===== src/rtl/serial_cmd_pkg.sv =====
// Shared command/response codes and parser state encoding for serial_cmd_decoder.
package serial_cmd_pkg;

  // Command bytes accepted at the start of a frame
  localparam logic [7:0] CMD_READ   = 8'h01;
  localparam logic [7:0] CMD_WRITE  = 8'h02;

  // Response codes: OK = 0x80 | cmd, timeout = 0xC0 | cmd, unknown command = 0xFF
  localparam logic [7:0] RSP_OK_BIT = 8'h80;
  localparam logic [7:0] RSP_TO_BIT = 8'h40;
  localparam logic [7:0] RSP_BAD    = 8'hFF;

  // Parser state encoding
  localparam logic [2:0] ST_IDLE    = 3'd0;
  localparam logic [2:0] ST_ADDR_HI = 3'd1;
  localparam logic [2:0] ST_ADDR_LO = 3'd2;
  localparam logic [2:0] ST_DATA_HI = 3'd3;
  localparam logic [2:0] ST_DATA_LO = 3'd4;
  localparam logic [2:0] ST_BUS     = 3'd5;
  localparam logic [2:0] ST_RESP    = 3'd6;

endpackage


===== src/rtl/timeout_counter.sv =====
// Saturating cycle counter: counts while enabled, flags expiry once LIMIT is reached.
module timeout_counter #(
  parameter int LIMIT = 1024
) (
  input  logic clk,
  input  logic reset,
  input  logic clear,
  input  logic enable,
  output logic expired
);

  localparam int W = $clog2(LIMIT + 1);
  localparam logic [W-1:0] LIMIT_V = W'(LIMIT);

  logic [W-1:0] count_reg;

  // Count up while enabled; hold at LIMIT so the counter never wraps
  always_ff @(posedge clk or negedge reset) begin
    if (!reset) begin
      count_reg <= '0;
    end else if (clear) begin
      count_reg <= '0;
    end else if (enable && (count_reg != LIMIT_V)) begin
      count_reg <= count_reg + W'(1);
    end
  end

  assign expired = (count_reg == LIMIT_V);

endmodule


===== src/rtl/serial_cmd_decoder.sv =====
// Parses UART command frames into 16-bit bus reads/writes and returns a response frame.
module serial_cmd_decoder
  import serial_cmd_pkg::*;
#(
  parameter int BYTE_TIMEOUT = 400000,
  parameter int BUS_TIMEOUT  = 1024
) (
  input  logic        clk,
  input  logic        reset,
  input  logic [7:0]  as_data_i,
  input  logic        as_dstrb_i,
  output logic [7:0]  as_data_o,
  output logic        as_dstrb_o,
  input  logic        as_busy_i,
  output logic        bus_cyc_o,
  output logic        bus_we_o,
  output logic [15:0] bus_adr_o,
  output logic [15:0] bus_dat_o,
  input  logic [15:0] bus_dat_i,
  input  logic        bus_ack_i,
  output logic        overrun
);

  logic [2:0]  state_reg, state_next;
  logic [7:0]  cmd_reg;
  logic [15:0] adr_reg, dat_reg;
  logic        bus_cyc_reg, bus_we_reg;
  logic [7:0]  rsp_reg [0:2];
  logic [1:0]  rsp_cnt_reg, rsp_idx_reg;
  logic        dstrb_prev_reg, overrun_reg;

  logic byte_run, byte_expired, bus_expired, bus_done;
  logic cmd_ok, send, last_send;

  // Byte timer only runs while a frame is partially received
  assign byte_run  = (state_reg == ST_ADDR_HI) || (state_reg == ST_ADDR_LO) ||
                     (state_reg == ST_DATA_HI) || (state_reg == ST_DATA_LO);
  assign cmd_ok    = (as_data_i == CMD_READ) || (as_data_i == CMD_WRITE);
  // An ack in the expiry cycle still wins because bus_ack_i is tested first below
  assign bus_done  = bus_cyc_reg && (bus_ack_i || bus_expired);
  // Transmit only when UART is idle and we did not strobe on the previous cycle
  assign send      = (state_reg == ST_RESP) && !as_busy_i && !dstrb_prev_reg;
  assign last_send = send && (rsp_idx_reg == (rsp_cnt_reg - 2'd1));

  timeout_counter #(.LIMIT(BYTE_TIMEOUT)) u_byte_timer (
    .clk     (clk),
    .reset   (reset),
    .clear   (as_dstrb_i || !byte_run),
    .enable  (byte_run),
    .expired (byte_expired)
  );

  // Counting starts on BUS entry, so expiry lands after exactly BUS_TIMEOUT cycles of bus_cyc_o
  timeout_counter #(.LIMIT(BUS_TIMEOUT)) u_bus_timer (
    .clk     (clk),
    .reset   (reset),
    .clear   (state_reg != ST_BUS),
    .enable  (state_reg == ST_BUS),
    .expired (bus_expired)
  );

  // State register
  always_ff @(posedge clk or negedge reset) begin
    if (!reset) state_reg <= ST_IDLE;
    else        state_reg <= state_next;
  end

  // Next-state logic; a byte arriving with an expiring timer is still accepted
  always_comb begin
    state_next = state_reg;
    case (state_reg)
      ST_IDLE:    if (as_dstrb_i) state_next = cmd_ok ? ST_ADDR_HI : ST_RESP;
      ST_ADDR_HI: if (as_dstrb_i) state_next = ST_ADDR_LO;
                  else if (byte_expired) state_next = ST_IDLE;
      ST_ADDR_LO: if (as_dstrb_i) state_next = (cmd_reg == CMD_WRITE) ? ST_DATA_HI : ST_BUS;
                  else if (byte_expired) state_next = ST_IDLE;
      ST_DATA_HI: if (as_dstrb_i) state_next = ST_DATA_LO;
                  else if (byte_expired) state_next = ST_IDLE;
      ST_DATA_LO: if (as_dstrb_i) state_next = ST_BUS;
                  else if (byte_expired) state_next = ST_IDLE;
      ST_BUS:     if (bus_done) state_next = ST_RESP;
      ST_RESP:    if (last_send) state_next = ST_IDLE;
      default:    state_next = ST_IDLE;
    endcase
  end

  // Output logic: transmit strobe is combinational so it tracks as_busy_i in the same cycle
  always_comb begin
    as_dstrb_o = send;
    as_data_o  = rsp_reg[rsp_idx_reg];
  end

  assign bus_cyc_o = bus_cyc_reg;
  assign bus_we_o  = bus_we_reg;
  assign bus_adr_o = adr_reg;
  assign bus_dat_o = dat_reg;
  assign overrun   = overrun_reg;

  // Datapath: field capture, bus cycle control, response holding register, overrun flag
  always_ff @(posedge clk or negedge reset) begin
    if (!reset) begin
      cmd_reg        <= '0;
      adr_reg        <= '0;
      dat_reg        <= '0;
      bus_cyc_reg    <= 1'b0;
      bus_we_reg     <= 1'b0;
      rsp_cnt_reg    <= 2'd1;
      rsp_idx_reg    <= '0;
      dstrb_prev_reg <= 1'b0;
      overrun_reg    <= 1'b0;
      for (int i = 0; i < 3; i++) rsp_reg[i] <= '0;
    end else begin
      dstrb_prev_reg <= send;
      if (as_dstrb_i && ((state_reg == ST_BUS) || (state_reg == ST_RESP)))
        overrun_reg <= 1'b1;
      case (state_reg)
        ST_IDLE: if (as_dstrb_i) begin
          cmd_reg     <= as_data_i;
          rsp_idx_reg <= '0;
          if (!cmd_ok) begin
            rsp_reg[0]  <= RSP_BAD;
            rsp_cnt_reg <= 2'd1;
          end
        end
        ST_ADDR_HI: if (as_dstrb_i) adr_reg[15:8] <= as_data_i;
        ST_ADDR_LO: if (as_dstrb_i) adr_reg[7:0]  <= as_data_i;
        ST_DATA_HI: if (as_dstrb_i) dat_reg[15:8] <= as_data_i;
        ST_DATA_LO: if (as_dstrb_i) dat_reg[7:0]  <= as_data_i;
        ST_BUS: begin
          if (!bus_cyc_reg) begin
            bus_cyc_reg <= 1'b1;
            bus_we_reg  <= (cmd_reg == CMD_WRITE);
          end else if (bus_done) begin
            bus_cyc_reg <= 1'b0;
            bus_we_reg  <= 1'b0;
            rsp_idx_reg <= '0;
            if (bus_ack_i) begin
              rsp_reg[0]  <= RSP_OK_BIT | cmd_reg;
              rsp_reg[1]  <= bus_dat_i[15:8];
              rsp_reg[2]  <= bus_dat_i[7:0];
              rsp_cnt_reg <= (cmd_reg == CMD_WRITE) ? 2'd1 : 2'd3;
            end else begin
              rsp_reg[0]  <= RSP_OK_BIT | RSP_TO_BIT | cmd_reg;
              rsp_cnt_reg <= 2'd1;
            end
          end
        end
        ST_RESP: if (send) rsp_idx_reg <= rsp_idx_reg + 2'd1;
        default: ;
      endcase
    end
  end

endmodule


===== config.mk =====
export PLATFORM = sky130hd
export DESIGN_NAME = serial_cmd_decoder
export DESIGN_NICKNAME = d
export VERILOG_FILES = /design/src/rtl/serial_cmd_pkg.sv /design/src/rtl/timeout_counter.sv /design/src/rtl/serial_cmd_decoder.sv
export SDC_FILE = /design/constraint.sdc
export NUM_CORES = 1
export LEC_CHECK = 0
export BUFFER_PORTS_ARGS = -buffer_cell sky130_fd_sc_hd__buf_2
export CORE_ASPECT_RATIO = 1.75
export CORE_MARGIN = 4
export CORE_UTILIZATION = 55
export CTS_CLUSTER_DIAMETER = 60
export DETAILED_ROUTE_END_ITERATION = 16
export PLACE_DENSITY_LB_ADDON = 0.1
export SYNTH_ARGS = -nofsm -noshare
export SYNTH_HDL_FRONTEND = slang
export SYNTH_HIERARCHICAL = 1
export SYNTH_SLANG_ARGS = --single-unit

===== constraint.sdc =====
create_clock -name clk -period 4.6 [get_ports clk]
set_clock_uncertainty 0.2 [all_clocks]
set_input_delay 0.69 -clock clk [delete_from_list [all_inputs] [get_ports clk]]
set_output_delay 0.69 -clock clk [all_outputs]
set_load 0.05 [all_outputs]

==> flow_metrics.env <==
export IMPL_hold_depth=1
export IMPL_p_leak_nw=2.52
export IMPL_placedCellCount=609
export IMPL_hold_end="overrun$_DFFE_PN0P_"
export IMPL_grt_pass1_wl_um=17700
export IMPL_timing_hold_ws_ns=0.265
export IMPL_area_growth_pct=14.1
export IMPL_cts_setup_buffers=0
export IMPL_routedWlPerCell_um=16.7
export IMPL_setup_slack_ns=1.77
export IMPL_tightest_slew_ns=0.981
export IMPL_cts_root_buf="clkbuf_16"
export IMPL_ys_seq_area_share_pct=51.5
export IMPL_layout_cells_most_common="dfrtp_1"
export IMPL_hold_start="overrun$_DFFE_PN0P_"
export IMPL_postLayoutCoreUtil_pct=63.8
export IMPL_largest_register_ffs=24
export IMPL_worst_ep_arrival_time_ns=1.94
export IMPL_muxShareOfSynthArea_pct=17.1
export IMPL_grt_start_max_net_pins=80
export IMPL_synthXorXnorAreaFrac_pct=1.73
export IMPL_cts_made_buffers=9
export IMPL_p_sw_share_pct=45.3
export IMPL_synth_cells=434
export IMPL_cts_tree="done"
export IMPL_slowest_delay_ns=0.63
export IMPL_combPwrFrac_pct=45.1
export IMPL_mostFrequentLayoutCells="104 x dfrtp_1, 71 x buf_2, 58 x mux2_2"
export IMPL_antenna_found_initial=0
export IMPL_antenna_left=0
export IMPL_hold_violations=0
export IMPL_ioPinCount=73
export IMPL_yosys_register_bits=104
export IMPL_drtPass1Iterations=4
export IMPL_irDropWorstVdd_v=0.000530
export IMPL_cp_startpoint="rsp_idx_reg[0]$_DFFE_PN0P_"
export IMPL_avgSynthCellArea_sq_um=11.6
export IMPL_reg2reg_from="state_reg[2]$_DFFE_PN0P_"
export IMPL_synthFlopType="dfrtp_1"
export IMPL_worst_r2r_cell_count=5
export IMPL_cts_max_level=3
export IMPL_synth_top_family_by_area="simple AND/OR/NAND/NOR gates"
export IMPL_drc=0
export IMPL_post_route_period_util_pct=61.5
export IMPL_fin_crit_ns=2.83
export IMPL_r2r_setup_slack_ns=1.98
export IMPL_p_seq_share_pct=36.4
export IMPL_postCtsHoldBufs=0
export IMPL_rows=46
export IMPL_clock_sinks=104
export IMPL_worst_ep_required_time_ns=3.71
export IMPL_crit_slowest_cell="dfrtp_1"
export IMPL_place_hpwl_um=7520
export IMPL_final_cells=625
export IMPL_die_w_um=80.5
export IMPL_maxSlewHeadroom_pct=34.6
export IMPL_p_sw_mw=1.82
export IMPL_critPathKind="flip-flop to output port"
export IMPL_drtIter0Drc=119
export IMPL_clk_pin_slew_worst_paths_ns=0.07
export IMPL_cell_internal_pwr_mw=2.19
export IMPL_synthSimpleGateAreaFrac_pct=17.7
export IMPL_grt_pass1_vias=3715
export IMPL_maxCapViolCount=0
export IMPL_synth_compound_area_share_pct=8.32
export IMPL_wirelength_um=10500
export IMPL_synth_top_cells_by_area="dfrtp_1 51%, mux2_2 13%, mux2i_1 2.4%, nor2_1 2.2%, nand2_1 2.0%"
export IMPL_die_area_sq_mm=0.0108
export IMPL_grt_overflow=0
export IMPL_status="finished clean"
export IMPL_pwr_share_clk_pct=18.4
export IMPL_fin_setup_tns_ns=0
export IMPL_p_per_area_mw_per_mm2=696
export IMPL_gp_congestion=0.778
export IMPL_yosysWarnings=6
export IMPL_pre_cts_ws_ns=2.04
export IMPL_grt_setup_unrepaired="false"
export IMPL_crit_fanout=16
export IMPL_fmax_mhz=354
export IMPL_synth_edf_count=0
export IMPL_nets=533
export IMPL_syn_area_sq_mm=0.00505
export IMPL_synth_top_cell_area_share_pct=51.5
export IMPL_diodes=0
export IMPL_port_buffers=72
export IMPL_core_area_sq_mm=0.00904
export IMPL_design_area_sq_mm=0.00577
export IMPL_setup_viol=0
export IMPL_grtUsageTotal_pct=20.8
export IMPL_cts_resized=0
export IMPL_start_util_pct=55.9
export IMPL_syn_num_nets=467
export IMPL_reg2reg_to="u_byte_timer/count_reg[15]$_DFFE_PN0P_"
export IMPL_die_height_um=135
export IMPL_crit_chain="nor2b_1 -> nand2_1 -> o21ai_0 -> buf_2"
export IMPL_power_total_mw=4.01
export IMPL_hold_class="flip-flop to flip-flop"
export IMPL_synth_fa_ha_area_share_pct=0.990
export IMPL_yosys_area_top_type="dfrtp_1"
export IMPL_start_kind="flip-flop"
export IMPL_async_reset_ff_share_pct=100
export IMPL_endpoint_kind="output port"
export IMPL_drive_above_1_share_pct=34.9
export IMPL_clock_latency_ns=0.35
export IMPL_drv_slew=0
export IMPL_clock_path_buffers=2
export IMPL_vias=3607
export IMPL_dpl_cell_area_sq_mm=0.00548
export IMPL_vias_per_cell=5.77
export IMPL_ys_types=71
## logic make-up (layout without fill, tap and decap cells)
logic type                 Yosys count  count (layout)
and+or+nand+nor                    149             149
muxes                               77              77
buffers and inverters               27              98
AOI/OAI and AO/OA                   63              63
DFF                                104             104
adders and majority gates            4               4
xor gates and xnor gates            10              10
## cell usage after synthesis (2+ instances only)
library cell  number
dfrtp_1          104
mux2_2            58
nor2_1            30
nand2_1           27
a21oi_1           14
o21ai_0           13
mux2i_1           12
nand3_1           12
nand4_1           10
nor2b_1            9
inv_1              8
xor2_1             8
and3_1             7
buf_2              7
clkbuf_1           7
or3_1              7
o22a_2             6
nand2b_1           5
o31ai_1            5
or4_1              5
ha_1               4
mux2_1             4
nor3_1             4
nor4_1             4
o21ai_1            4
and4_1             3
mux2_4             3
a211oi_1           2
a31o_1             2
a31oi_1            2
and2_1             2
nand4_2            2
nor3b_1            2
nor4b_1            2
o211ai_1           2
o21bai_1           2
xnor2_1            2
## final cells by class
class / count / area (sq um)
well taps: 120 / 150
clock buffers: 10 / 239
multi-input cells: 303 / 2320
clock inverters: 6 / 50.0
repair buffers: 73 / 370
inverters: 9 / 38.8
fillers: 750 / 3270
flip-flops and latches: 104 / 2600
## how the worst max path moves through the flow
stage	to	cells past startpoint
finish	as_data_o[7]	4
global route	as_data_o[7]	4
CTS	as_data_o[7]	4
detailed placement	u_byte_timer/count_reg[15]$_DFFE_PN0P_	6
global placement	rsp_cnt_reg[1]$_DFFE_PN0P_	6
floorplan	as_data_o[3]	4
## layer usage
layer	wire length, um	up-vias	global-route usage, %	part of all wire, %
met5	0	-	0	0
met4	211	0	7.52	2.0
met3	418	16	3.60	4.0
met2	5690	70	37.4	54
met1	4140	1810	24.5	40
li1	-	1711	-	-
## critical path, delay by kind of cell (launching register included)
| kind | cells | cell delay (ns) |
|---|---|---|
| flops | 1 | 0.63 |
| compound gates | 1 | 0.09 |
| buf+inv | 1 | 0.29 |
| simple gates | 2 | 0.58 |
## power by group through the flow
stage	Clock, mW	Sequential, mW	Combinational, mW
floorplan	0	1.92	0.972
global placement	0	1.46	1.80
finish	0.740	1.46	1.81
CTS	0.757	1.46	1.83
detailed placement	0	1.48	1.83
global route	0.786	1.51	1.94
(Power assumes the default switching activity.)
